==> src/rtl/addsub_seq.sv <==
// addsub_seq: multi-cycle two's-complement adder/subtractor.
//   Processes WIDTH-bit operands CHUNK bits per clock through one shared
//   CHUNK-bit ripple slice. A start/busy/done handshake frames each operation.
// Ports:
//   clk    - system clock, rising edge
//   rst_n  - synchronous active-low reset
//   start  - request a new operation (taken in IDLE or DONE only)
//   M      - mode: 0 = A+B, 1 = A-B
//   A, B   - WIDTH-bit operands, latched at the accepting edge
//   busy   - high while the operation is running
//   done   - one-cycle pulse when S and flags are updated
//   S      - WIDTH-bit result
//   Co     - carry out of MSB (in subtract, 1 = no borrow)
//   V      - signed overflow
//   Z      - result is zero
//   N      - result MSB
module addsub_seq #(
    parameter int WIDTH = 8,
    parameter int CHUNK = 2
) (
    input  logic             clk,
    input  logic             rst_n,
    input  logic             start,
    input  logic             M,
    input  logic [WIDTH-1:0] A,
    input  logic [WIDTH-1:0] B,
    output logic             busy,
    output logic             done,
    output logic [WIDTH-1:0] S,
    output logic             Co,
    output logic             V,
    output logic             Z,
    output logic             N
);

    localparam int STEPS = WIDTH / CHUNK;
    localparam int IDXW  = (STEPS > 1) ? $clog2(STEPS) : 1;
    localparam logic [IDXW-1:0] LAST_IDX = IDXW'(STEPS - 1);

    typedef enum logic [1:0] {
        IDLE = 2'd0,
        RUN  = 2'd1,
        DONE = 2'd2
    } state_t;

    state_t             state_r;
    logic [WIDTH-1:0]   op_a_r;
    logic [WIDTH-1:0]   op_b_r;
    logic [WIDTH-1:0]   acc_r;
    logic               carry_r;
    logic [IDXW-1:0]    idx_r;

    logic               busy_r;
    logic               done_r;
    logic [WIDTH-1:0]   s_r;
    logic               co_r;
    logic               v_r;
    logic               z_r;
    logic               n_r;

    logic [CHUNK:0]     chain_s;
    logic [CHUNK-1:0]   slice_sum_s;
    logic [WIDTH-1:0]   acc_next_s;
    logic               cin_msb_s;
    logic               cout_s;

    // All-zero detect on the full-width result.
    function automatic logic zero_flag(input logic [WIDTH-1:0] value);
        return (value == {WIDTH{1'b0}});
    endfunction

    // Shared CHUNK-bit ripple slice. The operand registers shift right each
    // RUN cycle, so the active chunk is always in the low bits.
    always_comb begin
        chain_s     = '0;
        slice_sum_s = '0;
        chain_s[0]  = carry_r;
        for (int i = 0; i < CHUNK; i++) begin
            slice_sum_s[i] = op_a_r[i] ^ op_b_r[i] ^ chain_s[i];
            chain_s[i+1]   = (op_a_r[i] & op_b_r[i]) |
                             (chain_s[i] & (op_a_r[i] ^ op_b_r[i]));
        end
    end

    // The partial result fills from the top down; after STEPS shifts the
    // first chunk has reached bit 0. chain_s[CHUNK-1] is the carry into the
    // MSB on the last step.
    assign acc_next_s = (acc_r >> CHUNK) | (WIDTH'(slice_sum_s) << (WIDTH - CHUNK));
    assign cin_msb_s  = chain_s[CHUNK-1];
    assign cout_s     = chain_s[CHUNK];

    // Control FSM, datapath registers and registered outputs.
    always_ff @(posedge clk) begin
        if (!rst_n) begin
            state_r <= IDLE;
            op_a_r  <= '0;
            op_b_r  <= '0;
            acc_r   <= '0;
            carry_r <= 1'b0;
            idx_r   <= '0;
            busy_r  <= 1'b0;
            done_r  <= 1'b0;
            s_r     <= '0;
            co_r    <= 1'b0;
            v_r     <= 1'b0;
            z_r     <= 1'b0;
            n_r     <= 1'b0;
        end else begin
            case (state_r)
                IDLE: begin
                    done_r <= 1'b0;
                    if (start) begin
                        // Subtract is A + ~B + 1: invert B, seed carry with M.
                        op_a_r  <= A;
                        op_b_r  <= B ^ {WIDTH{M}};
                        carry_r <= M;
                        idx_r   <= '0;
                        busy_r  <= 1'b1;
                        state_r <= RUN;
                    end else begin
                        busy_r  <= 1'b0;
                        state_r <= IDLE;
                    end
                end
                RUN: begin
                    op_a_r  <= op_a_r >> CHUNK;
                    op_b_r  <= op_b_r >> CHUNK;
                    acc_r   <= acc_next_s;
                    carry_r <= cout_s;
                    idx_r   <= idx_r + {{(IDXW-1){1'b0}}, 1'b1};
                    if (idx_r == LAST_IDX) begin
                        busy_r  <= 1'b0;
                        done_r  <= 1'b1;
                        s_r     <= acc_next_s;
                        co_r    <= cout_s;
                        v_r     <= cin_msb_s ^ cout_s;
                        z_r     <= zero_flag(acc_next_s);
                        n_r     <= acc_next_s[WIDTH-1];
                        state_r <= DONE;
                    end else begin
                        state_r <= RUN;
                    end
                end
                DONE: begin
                    done_r <= 1'b0;
                    if (start) begin
                        // Back-to-back: accept exactly as from IDLE.
                        op_a_r  <= A;
                        op_b_r  <= B ^ {WIDTH{M}};
                        carry_r <= M;
                        idx_r   <= '0;
                        busy_r  <= 1'b1;
                        state_r <= RUN;
                    end else begin
                        busy_r  <= 1'b0;
                        state_r <= IDLE;
                    end
                end
                default: begin
                    busy_r  <= 1'b0;
                    done_r  <= 1'b0;
                    state_r <= IDLE;
                end
            endcase
        end
    end

    assign busy = busy_r;
    assign done = done_r;
    assign S    = s_r;
    assign Co   = co_r;
    assign V    = v_r;
    assign Z    = z_r;
    assign N    = n_r;

endmodule

==> config.mk <==
export PLATFORM = sky130hd
export DESIGN_NAME = addsub_seq
export DESIGN_NICKNAME = d
export VERILOG_FILES = /design/src/rtl/addsub_seq.sv
export SDC_FILE = /design/constraint.sdc
export NUM_CORES = 1
export LEC_CHECK = 0
export CAP_MARGIN = 20
export CORE_ASPECT_RATIO = 1.25
export CORE_MARGIN = 8
export CORE_UTILIZATION = 40
export DETAILED_ROUTE_END_ITERATION = 8
export GPL_TIMING_DRIVEN = 0
export PLACE_DENSITY = 0.67
export SLEW_MARGIN = 5
export SYNTH_ARGS = -nofsm -noshare
export SYNTH_HDL_FRONTEND = slang
export SYNTH_SLANG_ARGS = --single-unit
==> constraint.sdc <==
create_clock -name clk -period 4.25 [get_ports clk]
set_input_delay 0.425 -clock clk [delete_from_list [all_inputs] [get_ports clk]]
set_output_delay 0.425 -clock clk [all_outputs]
set_load 0.005 [all_outputs]
==> impl_metrics.json, run 1 <==
{
  "via_per_inst": 5.28,
  "root_buffer": "clkbuf_8",
  "netlist.area_leader.share_pct": 43.3,
  "avgSynthCellArea_um2": 9.68,
  "internal_power_w": 0.000642,
  "yosysSeqAreaShare_pct": 43.3,
  "numCtsBuffers": 5,
  "postSynthCellCount": 191,
  "via_count": 1520,
  "ctsHoldBuffers": 0,
  "cts_tree": "done",
  "crit_top_cell": "fa_1",
  "post_drt_wl_per_cell_um": 14.6,
  "globalRoute.totalOverflow": 0,
  "hold_class": "flip-flop to flip-flop",
  "dieArea_um2": 7070,
  "tightest_slew_ns": 0.533,
  "syn_area_um2": 1850,
  "place.port_buffers": 31,
  "synth_edf_count": 0,
  "powerDensity_nw_per_um2": 367,
  "core-area_um2": 4430,
  "crit_slowest_cell": "fa_1",
  "io_pins": 34,
  "setup_ws_ns": 2.47,
  "first_pass_iters": 4,
  "tns_ns": 0,
  "initial_core_util_pct": 41.8,
  "post_cts_buffers": 0,
  "drt_wl_total_mm": 4.20,
  "ant_nets": 0,
  "area_delta_synth_final_pct": 26.5,
  "grt_pass1_vias": 1482,
  "nNetsFinal": 252,
  "pwr-share-seq_pct": 47.7,
  "p_leak_nw": 0.965,
  "h-tree-depth": 2,
  "synth_most_common_cell": "dfxtp_1",
  "start_kind": "flip-flop",
  "nFillCells": 421,
  "pwr-share-clk_pct": 35.8,
  "whs_ns": 0.454,
  "fmax_mhz": 561,
  "worst_skew_pair.late_latency_ns": 0.29,
  "synthArstFlopShare_pct": 0,
  "yosys_warnings": 0,
  "p_sw_w": 0.000216,
  "dpl.hpwl_mm": 3.02,
  "routabilityCongestion": 0.735,
  "slowest_delay_ns": 0.47,
  "synth_flop_cell": "dfxtp_1",
  "drive_gt1_share_pct": 11.7,
  "grtUsageTotal_pct": 12.5,
  "hold_viol_final": 0,
  "cts_sinks": 40,
  "crit_fanout": 3,
  "rsz0062_at_grt": "false",
  "ys_ff_latch": 40,
  "criticalPathCategory": "flip-flop to flip-flop",
  "status": "completed",
  "antenna_found_initial": 0,
  "grt_first_pass_wirelength_mm": 7.14,
  "dp_slack_ns": 2.47,
  "cts_buffer_depth": 2,
  "cp-end-kind": "flip-flop",
  "grt_max_degree": 13,
  "peakVddDrop_v": 0.000224,
  "yosys-top-cells-area": "dfxtp_1, nand2_1, buf_6",
  "synth.distinct_cells": 36,
  "cp_data_required_time_ns": 4.43,
  "skew_ns": 0.00961,
  "timing.critical_path.buf_inv": 1,
  "synth_top_area_cell": "dfxtp_1",
  "die_x_um": 76.8,
  "syn-num-nets": 214,
  "drc_errors": 0,
  "slew_violations": 0,
  "num_rows": 27,
  "drv_cap": 0,
  "first_iter_violations": 129,
  "synth_commonest_cells": "dfxtp_1, nand2_1, a21boi_1, buf_6, xor2_1",
  "combinationalPowerShare_pct": 16.5,
  "crit_family": "adder cells",
  "fp.dieH_um": 92.0,
  "worstPathCellList": "inv_1 -> fa_1 -> fa_1 -> xnor2_1 -> nand2_1 -> o211a_1",
  "post_cts_resized": 0,
  "swShare_pct": 25.2,
  "num_antenna_cells": 0,
  "crit_arrival_ns": 1.97,
  "setup_viol": 0,
  "fin_crit_ns": 1.78,
  "finalCritPeriodShare_pct": 41.9,
  "clk_pin_slew_ns": 0.08,
  "slew_headroom_pct": 64.5
}
## layer usage
metal  GRT usage, %  wire, µm
met4           4.34        38
met1           13.8      1770
met3           4.20       219
met2           21.9      2170
met5              0         0
## registers in the layout (all words and copies together), names as in the netlist
| signal | cells |
|---|---|
| S | 8 |
| op_a_r | 8 |
| op_b_r | 8 |
| acc_r | 6 |
| idx_r | 2 |
| state_r | 2 |
| Co | 1 |
| V | 1 |
| Z | 1 |
| busy | 1 |
| carry_r | 1 |
| done | 1 |
## worst min-delay path, stage by stage, from the launching register on
cell	delay, ns
dfxtp_1	0.31
nand2_1	0.05
a21boi_1	0.05
## final cells by class
cell class              instances  area, µm²  share of cell area, %
multi-input cells             127        876                   37.4
flip-flops and latches         40        801                   34.2
repair buffers                 31        310                   13.3
plain buffers                  18        150                   6.42
clock buffers                   6       72.6                   3.10
well taps                      58       72.6                   3.10
clock inverters                 2       35.0                   1.50
inverters                       6       22.5                  0.963
## power by group through the flow
stage	sequential [W]	clock (W)	combinational, W
after floorplan	0.000415	0	0.0000985
after global placement	0.000417	0	0.000139
after detailed placement	0.000418	0	0.000141
after CTS	0.000409	0.000314	0.000142
after global routing	0.000412	0.000332	0.000155
final	0.000409	0.000307	0.000141
## per-stage QoR
step	total power (W)	cells	cell area, µm²	utilization [%]
6_report	0.000858	288	2340	52.9
5_1_grt	0.000900	288	2340	52.9
4_1_cts	0.000865	288	2340	52.9
3_5_place_dp	0.000559	280	2230	50.4
3_3_place_gp	0.000556	280	2230	50.4
2_1_floorplan	0.000513	191	1850	-
## placed cells by master (no fill, tap or decap), types with 7 or more instances in the layout
cell type	Yosys	routed
buf_6	8	8
nand2_1	33	33
dfxtp_1	40	40
o211a_1	7	7
o221ai_1	7	7
xor2_1	8	8
clkdlybuf4s50_1	0	31
a21boi_1	10	10
nand3_1	7	7
## cell families (layout without fill, tap and decap cells)
group / after synthesis / after routing / synth area share (%)
and+or+nand+nor: 61 / 61 / 15.9
AOI/OAI and AO/OA: 48 / 48 / 21.1
DFF: 40 / 40 / 43.3
buffers and inverters: 24 / 63 / 9.34
xor gates and xnor gates: 9 / 9 / 4.26
muxes: 6 / 6 / 3.25
adders and majority gates: 3 / 3 / 2.84
## worst paths after layout
| check | slack [ns] | depth (start not counted) | to | start |
|---|---|---|---|---|
| worst min-delay path | 0.45 | 2 | S[5] | S[5] |
| worst max-delay path | 2.47 | 6 | V | op_a_r[0] |
| worst min register to register | 0.45 | 2 | S[5] | S[5] |
| worst max register to register | 2.47 | 6 | V | op_a_r[0] |
Note: power is estimated with default switching activity, not from simulation.
==> run 2: changes to the inputs <==
clock period = 1.8 ns   (was 4.25 ns; I/O delays follow)
==> run 2 against run 1 <==
First-iteration DRC count rose by 8.5%. Largest power group unchanged. Critical path type unchanged. Global-route usage did not move. Largest cell class unchanged. Combinational power rose by 140%. Setup slack got worse by 2.4 ns. Fmax rose by 4.8%. Final cell count did not move.
==> impl_metrics.json, run 2 (synthesis results as in run 1) <==
{
  "powerDensity_nw_per_um2": 865,
  "setup_ws_ns": 0.0992,
  "final_cells": 288,
  "num_antenna_cells": 0,
  "via_count": 1502,
  "antenna_found_initial": 0,
  "final_cell_mix": "dfxtp_1, nand2_1, clkdlybuf4s50_1",
  "initial_core_util_pct": 41.8,
  "num_rows": 27,
  "tns_ns": 0,
  "dp_slack_ns": 0.0218,
  "fp.dieH_um": 92.0,
  "crit_slowest_cell": "fa_2",
  "slew_violations": 0,
  "skew_ns": 0.00896,
  "slew_headroom_pct": 63.7,
  "cp-end-kind": "flip-flop",
  "place.port_buffers": 31,
  "total_power_w": 0.00204,
  "drc_errors": 0,
  "crit_arrival_ns": 1.92,
  "hold_viol_final": 0,
  "root_buffer": "clkbuf_8",
  "cts_buffer_depth": 2,
  "timing.critical_path.buf_inv": 1,
  "h-tree-depth": 2,
  "rsz0062_at_grt": "false",
  "dieArea_um2": 7070,
  "globalRoute.totalOverflow": 0,
  "die_x_um": 76.8,
  "cts_tree": "done",
  "drv_cap": 0,
  "worstPathCellList": "inv_1 -> fa_2 -> fa_2 -> nand4_1 -> o21ai_0",
  "dpl.hpwl_mm": 3.02,
  "post_drt_wl_per_cell_um": 14.4,
  "hold_class": "input pin to flip-flop",
  "peakVddDrop_v": 0.000533,
  "slowest_delay_ns": 0.58,
  "drt_wl_total_mm": 4.14,
  "tightest_slew_ns": 0.545,
  "grtUsageTotal_pct": 12.5,
  "crit_fanout": 3,
  "area_delta_synth_final_pct": 27.2,
  "nNetsFinal": 252,
  "grt_first_pass_wirelength_mm": 7.14,
  "ctsHoldBuffers": 0,
  "start_kind": "flip-flop",
  "grt_max_degree": 13,
  "ant_nets": 0,
  "grt_pass1_vias": 1482,
  "worst_skew_pair.late_latency_ns": 0.30,
  "drive_gt1_share_pct": 13.0,
  "routabilityCongestion": 0.735,
  "fin_crit_ns": 1.70,
  "numCtsBuffers": 5,
  "crit_top_cell": "fa_2",
  "crit_family": "adder cells",
  "fmax_mhz": 588,
  "status": "completed",
  "first_pass_iters": 4,
  "cts_sinks": 40,
  "criticalPathCategory": "flip-flop to flip-flop",
  "cp_data_required_time_ns": 2.02,
  "placed_cells": 280,
  "p_leak_nw": 0.971,
  "via_per_inst": 5.22,
  "first_iter_violations": 140,
  "nFillCells": 422,
  "setup_viol": 0,
  "finalCritPeriodShare_pct": 94.5,
  "io_pins": 34,
  "core-area_um2": 4430,
  "clk_pin_slew_ns": 0.08,
  "layout_commonest_cell": "dfxtp_1"
}
run 2: path summary, 6_finish.rpt:
path / startpoint / end / slack, ns / cells past startpoint
setup / recovery: op_a_r[0] / Z / 0.1 / 5
hold / removal: rst_n / state_r[1] / 0.30 / 3
setup reg to reg: op_a_r[0] / Z / 0.1 / 5
hold reg to reg: S[5] / S[5] / 0.45 / 2
run 2: per-layer routing:
metal	vias to the layer above	share of wire (%)	wire [µm]	GRT usage [%]
met2	29	51	2110	21.9
met5	-	0	0	0
met1	725	44	1820	13.8
met3	6	4.0	167	4.20
li1	742	-	-	-
met4	0	1.1	44	4.34
run 2: worst reg2reg max path, delay by kind of cell (launching register included):
| kind | cells | cell delay [ns] |
|---|---|---|
| fa+ha+maj | 2 | 1.01 |
| flops | 1 | 0.33 |
| compound gates | 1 | 0.14 |
| simple gates | 1 | 0.10 |
| buf+inv | 1 | 0.06 |
run 2: report_power, final:
group          total (W)  switching, W  internal [W]
Sequential      0.000966     0.0000307      0.000936
Clock           0.000727      0.000316      0.000412
Combinational   0.000341      0.000167      0.000174
run 2: layout make-up:
class	count	area, µm²	area share (%)
buffer	18	150	6.38
clock buffer	6	72.6	3.09
tap	58	72.6	3.09
clock inverter	2	35.0	1.49
timing repair buffer	31	310	13.2
inverter	6	22.5	0.957
multi-input combinational	127	888	37.8
sequential	40	801	34.0
run 2: what timing repair did:
item	4_1_cts	5_1_grt
setup endpoints to repair	0	5
gates resized for setup	0	3
buffers inserted	0	0
run 2: metrics by stage:
step	hold WS (ns)	instance area (µm²)	utilization, %
2_1_floorplan	0.325	1850	-
3_3_place_gp	0.443	2230	50.4
3_5_place_dp	0.445	2230	50.4
4_1_cts	0.287	2340	52.9
5_1_grt	0.312	2350	53.2
6_report	0.295	2350	53.2
==> run 3: changes to the inputs <==
TNS_END_PERCENT = 1   (was unset)
==> results of run 3 <==
The final DEF is identical to that of run 2; final timing and power are the same.
==> edit 1 (config.mk and constraints of run 2) <==
The parameter `WIDTH` goes from 8 to 16.
--- a/src/rtl/addsub_seq.sv
+++ b/src/rtl/addsub_seq.sv
@@ -15,7 +15,7 @@
 //   Z      - result is zero
 //   N      - result MSB
 module addsub_seq #(
-    parameter int WIDTH = 8,
+    parameter int WIDTH = 16,
     parameter int CHUNK = 2
 ) (
     input  logic             clk,
Ports: changed (resized A, B and S); port bits go from 34 to 58. No check against the original RTL was run, so the function may have changed too.
==> edit 1 against run 2 <==
- design area rose by 75%
- utilization shrank 0.20 points
- die area is 58% higher
- clock skew is 0.00095 ns lower
- via count up 80%
- area after synthesis increased by 74%
- non-clock buffer count rose by 40
- routed wire length increased by 89%
- sequential cell count up 33
- worst setup slack got worse by 0.053 ns
- total power increased by 78%
- largest power group unchanged
==> edit 1: results (changes against run 2) <==
stage	metric	value	unit	change
synthesis	Synth top cells by count	nand2_1 (75), dfxtp_1 (73), a21oi_1 (35)		was dfxtp_1 (40), nand2_1 (33), a21boi_1 (10)
synthesis	post-synthesis sequential area ratio	45.4	%	was 43.3%
routing	WL met1	3.31	mm	was 1.82 mm
outcome	status	completed		unchanged
worst_setup_path	R2R setup slack	0.05	ns	was 0.1 ns
power	IR drop worst, VDD	0.482	mV	was 0.533 mV
routing	vias post-DR	2700		was 1502
power	cell-internal power	0.00269	W	was 0.00152 W
place	Final GP Congestion	0.764		was 0.735
clock_network	Clock Latency Late Sink	0.34	ns	was 0.30 ns
grt	GRT Total Usage	14.8	%	was 12.5%
power	Net Sw Power	0.000925	W	was 0.000514 W
sta	Worst-Margin Slew	0.663	ns	was 0.545 ns
grt	GR Layer Usage met3	4.05	%	was 4.20%
power	Leakage	1.50	nW	was 0.971 nW
grt	GRT met1 Usage	16.4	%	was 13.8%
place	PortBufs	55		was 31
clock_network	CTS resizes	2		was 0
place	Area after DPL	3890	sq um	was 2230 sq um
worst_setup_path	CP arrival	2.01	ns	was 1.92 ns
worst_setup_path	Setup crit start	carry_r$_SDFFE_PN0P_		was op_a_r[0]$_SDFFE_PN0P_
cells_and_area	NumNets Final	463		was 252
power	Comb power frac	16.2	%	was 16.8%
place	hpwl dp	5.57	mm	was 3.02 mm
clock_network	TritonCTS buffer count	9		was 5
place	DP Worst Slack	-0.136	ns	was 0.0218 ns
sta	Worst Skew	0.00801	ns	was 0.00896 ns
clock_network	Post-CTS Repair Setup Buffers	2		was 0
routing	final WL	7.82	mm	was 4.14 mm
sta	final hold slack	0.207	ns	was 0.295 ns
place	DP Cell Count	503		was 280
worst_setup_path	Crit Path Max Fanout	2		was 3
worst_setup_path	CP peak stage delay	0.55	ns	was 0.58 ns
-- edit 1: cell types whose count changed in the layout (fill, tap and decap cells not counted), moves of 7 or more --
cell             change
a211oi_1             +9
a211oi_2            +11
a21boi_1            -10
a21oi_1             +35
buf_2               +13
buf_4                +7
clkdlybuf4s50_1     +24
dfxtp_1             +32
mux2i_1             +22
nand2_1             +42
nor3_1              +10
o211a_1              -7
o22ai_1             +14
xor2_1               +8
-- edit 1: area by class of cell --
cell class / instances / area (sq um)
flip-flops and latches: 73 / 1460
well taps: 95 / 119
inverters: 7 / 26.3
clock buffers: 12 / 155
clock inverters: 3 / 40.0
fillers: 763 / 3670
plain buffers: 30 / 196
repair buffers: 59 / 581
multi-input cells: 243 / 1550
-- edit 1: logic make-up after synthesis --
kind of cell	Yosys count	share of synthesized area, %
DFF	73	45.4
muxes	28	8.71
buffers and inverters	37	6.92
and+or+nand+nor	120	16.4
adders and majority gates	4	2.02
xor gates and xnor gates	17	4.63
AOI/OAI and AO/OA	74	15.9
==> edit 2 (config.mk and constraints of run 2) <==
Without the edit above. Register the inputs `start`, `M`, `A` and `B` before use. The logic sees them one clock later.
--- a/src/rtl/addsub_seq.sv
+++ b/src/rtl/addsub_seq.sv
@@ -42,6 +42,18 @@
         RUN  = 2'd1,
         DONE = 2'd2
     } state_t;
+
+    logic start_q;
+    logic M_q;
+    logic [WIDTH-1:0] A_q;
+    logic [WIDTH-1:0] B_q;
+
+    always_ff @(posedge clk) begin
+        start_q <= start;
+        M_q     <= M;
+        A_q     <= A;
+        B_q     <= B;
+    end
 
     state_t             state_r;
     logic [WIDTH-1:0]   op_a_r;
@@ -109,11 +121,11 @@
             case (state_r)
                 IDLE: begin
                     done_r <= 1'b0;
-                    if (start) begin
+                    if (start_q) begin
                         // Subtract is A + ~B + 1: invert B, seed carry with M.
-                        op_a_r  <= A;
-                        op_b_r  <= B ^ {WIDTH{M}};
-                        carry_r <= M;
+                        op_a_r  <= A_q;
+                        op_b_r  <= B_q ^ {WIDTH{M_q}};
+                        carry_r <= M_q;
                         idx_r   <= '0;
                         busy_r  <= 1'b1;
                         state_r <= RUN;
@@ -143,11 +155,11 @@
                 end
                 DONE: begin
                     done_r <= 1'b0;
-                    if (start) begin
+                    if (start_q) begin
                         // Back-to-back: accept exactly as from IDLE.
-                        op_a_r  <= A;
-                        op_b_r  <= B ^ {WIDTH{M}};
-                        carry_r <= M;
+                        op_a_r  <= A_q;
+                        op_b_r  <= B_q ^ {WIDTH{M_q}};
+                        carry_r <= M_q;
                         idx_r   <= '0;
                         busy_r  <= 1'b1;
                         state_r <= RUN;
Check against the original RTL: not equivalent (a bounded check fails within 4 cycles, from zero or initial values and one cycle with rst_n low).
==> edit 2 against run 2 <==
- sequential share of layout area is 7.8 points higher
- routed wire length increased by 6.0%
- critical path depth stayed put
- total power up 39%
- via count grew 7.0%
- design area increased by 18%
- sequential cell count rose by 18
- worst setup slack improved by 0.023 ns
- area after synthesis is 18% higher
==> edit 2: results (changes against run 2) <==
stage	metric	value	unit	change
outcome	status	completed		unchanged
cells_and_area	Ant. Diodes	0		unchanged
power	IR drop worst, VDD	0.629	mV	was 0.533 mV
routing	routed length per placed instance	13.6	microns	was 14.4 microns
clock_network	Clock Latency Late Sink	0.33	ns	was 0.30 ns
place	Final GP Congestion	0.761		was 0.735
synthesis	post-synthesis sequential area ratio	53.1	%	was 43.3%
sta	Worst Skew	0.00480	ns	was 0.00896 ns
grt	vias in the first global route	1627		was 1482
cells_and_area	fillcell total	519		was 422
worst_setup_path	CP arrival	1.94	ns	was 1.92 ns
routing	drt via density	4.99		was 5.22
place	PortBufs	32		was 31
synthesis	synth top area cells	dfxtp_1 (53%), nand2_1 (5.7%), buf_6 (4.1%)		was dfxtp_1 (43%), nand2_1 (6.7%), buf_6 (4.9%)
routing	final WL	4.39	mm	was 4.14 mm
place	DP Worst Slack	0.0372	ns	was 0.0218 ns
clock_network	H-Tree Depth	3		was 2
hold_path	Worst Hold Class	input port to register		unchanged
synthesis	Post-Synthesis Cells	210		was 191
place	DP Cell Count	306		was 280
grt	largest net degree at the start of global routing	11		was 13
synthesis	net count after synthesis	233		was 214
grt	GRT Total Usage	12.0	%	was 12.5%
grt	first-pass GRT wire length	7.36	mm	was 7.14 mm
clock_network	CTS clock-pin slew for the worst setup and hold paths	0.06	ns	was 0.08 ns
routing	Iteration-0 DRC Markers	90		was 140
cells_and_area	share of cells above drive strength 1	11.6	%	was 13.0%
cells_and_area	NumNets Final	276		was 252
clock_network	TritonCTS buffer count	9		was 5
place	hpwl dp	3.00	mm	was 3.02 mm
synthesis	Synth top cells by count	dfxtp_1 (58), nand2_1 (33), a21boi_1 (11)		was dfxtp_1 (40), nand2_1 (33), a21boi_1 (10)
power	Leakage	1.14	nW	was 0.971 nW
sta	relative slew slack	62.2	%	was 63.7%
synthesis	Yosys cell types	32		was 36
==> edit 2: cell count changes after synthesis, moves of 2 or more <==
cell	before	now
buf_4	2	4
o21ai_1	4	6
o21ai_2	2	0
dfxtp_1	40	58
==> edit 2: kinds of logic after synthesis <==
kind of cell,count (synthesis),synth area share (%)
simple gates,62,13.4
flops,58,53.1
compound gates,48,17.1
xor+xnor,9,3.60
fa+ha+maj,3,2.40
buf+inv,24,7.66
mux,6,2.74
==> edit 2: repair_timing <==
action                                  4_1_cts  5_1_grt
buffers inserted                              0        0
hold buffers                                  0        0
endpoints found under the setup margin        0        2
gates resized for setup                       0        2
endpoints found under the hold margin         0        0
==> edit 2: critical path, cell delays in order, from the launching register on <==
cell and delay [ns]:
dfxtp_1 0.33, inv_1 0.06, fa_2 0.41, fa_2 0.57
nand4_1 0.09, o21ai_0 0.14
==> edit 2: layout make-up <==
class | count | area share [%]
plain buffers | 18 | 5.23
inverters | 6 | 0.812
multi-input cells | 128 | 31.2
clock buffers | 13 | 5.01
well taps | 64 | 2.89
flip-flops and latches | 58 | 41.9
clock inverters | 3 | 1.44
repair buffers | 32 | 11.6
==> edit 2: metal layers <==
| metal | global-route usage (%) | up-vias | part of all wire, % |
|---|---|---|---|
| met4 | 6.91 | 0 | 2.2 |
| met3 | 4.83 | 8 | 5.5 |
| met5 | 0 | - | 0 |
| met2 | 18.4 | 39 | 47 |
| met1 | 13.4 | 749 | 45 |
| li1 | - | 811 | - |
==> edit 2: per-stage QoR <==
step | util, % | hold WS [ns] | cell area [sq um]
5_1_grt | 51.7 | 0.268 | 2770
6_report | 51.7 | 0.266 | 2770
3_3_place_gp | 48.2 | 0.434 | 2590
3_5_place_dp | 48.2 | 0.439 | 2590
2_1_floorplan | - | 0.208 | 2190
4_1_cts | 51.6 | 0.245 | 2770
==> edit 2: power by group <==
part | switching (W) | total, W | internal, W
sequential | 0.0000378 | 0.00139 | 0.00136
clock | 0.000479 | 0.00112 | 0.000636
combinational | 0.000154 | 0.000321 | 0.000168
==> edit 2: worst paths after layout <==
check,startpoint,end,slack (ns),cells past startpoint
max,op_a_r[0]$_SDFFE_PN0P_,Z$_SDFFE_PN0P_,0.12,5
min,rst_n,state_r[1]$_SDFF_PN0_,0.27,3
max reg2reg,op_a_r[0]$_SDFFE_PN0P_,Z$_SDFFE_PN0P_,0.12,5
min reg2reg,A_q[6]$_DFF_P_,op_a_r[6]$_SDFFE_PN0P_,0.45,2
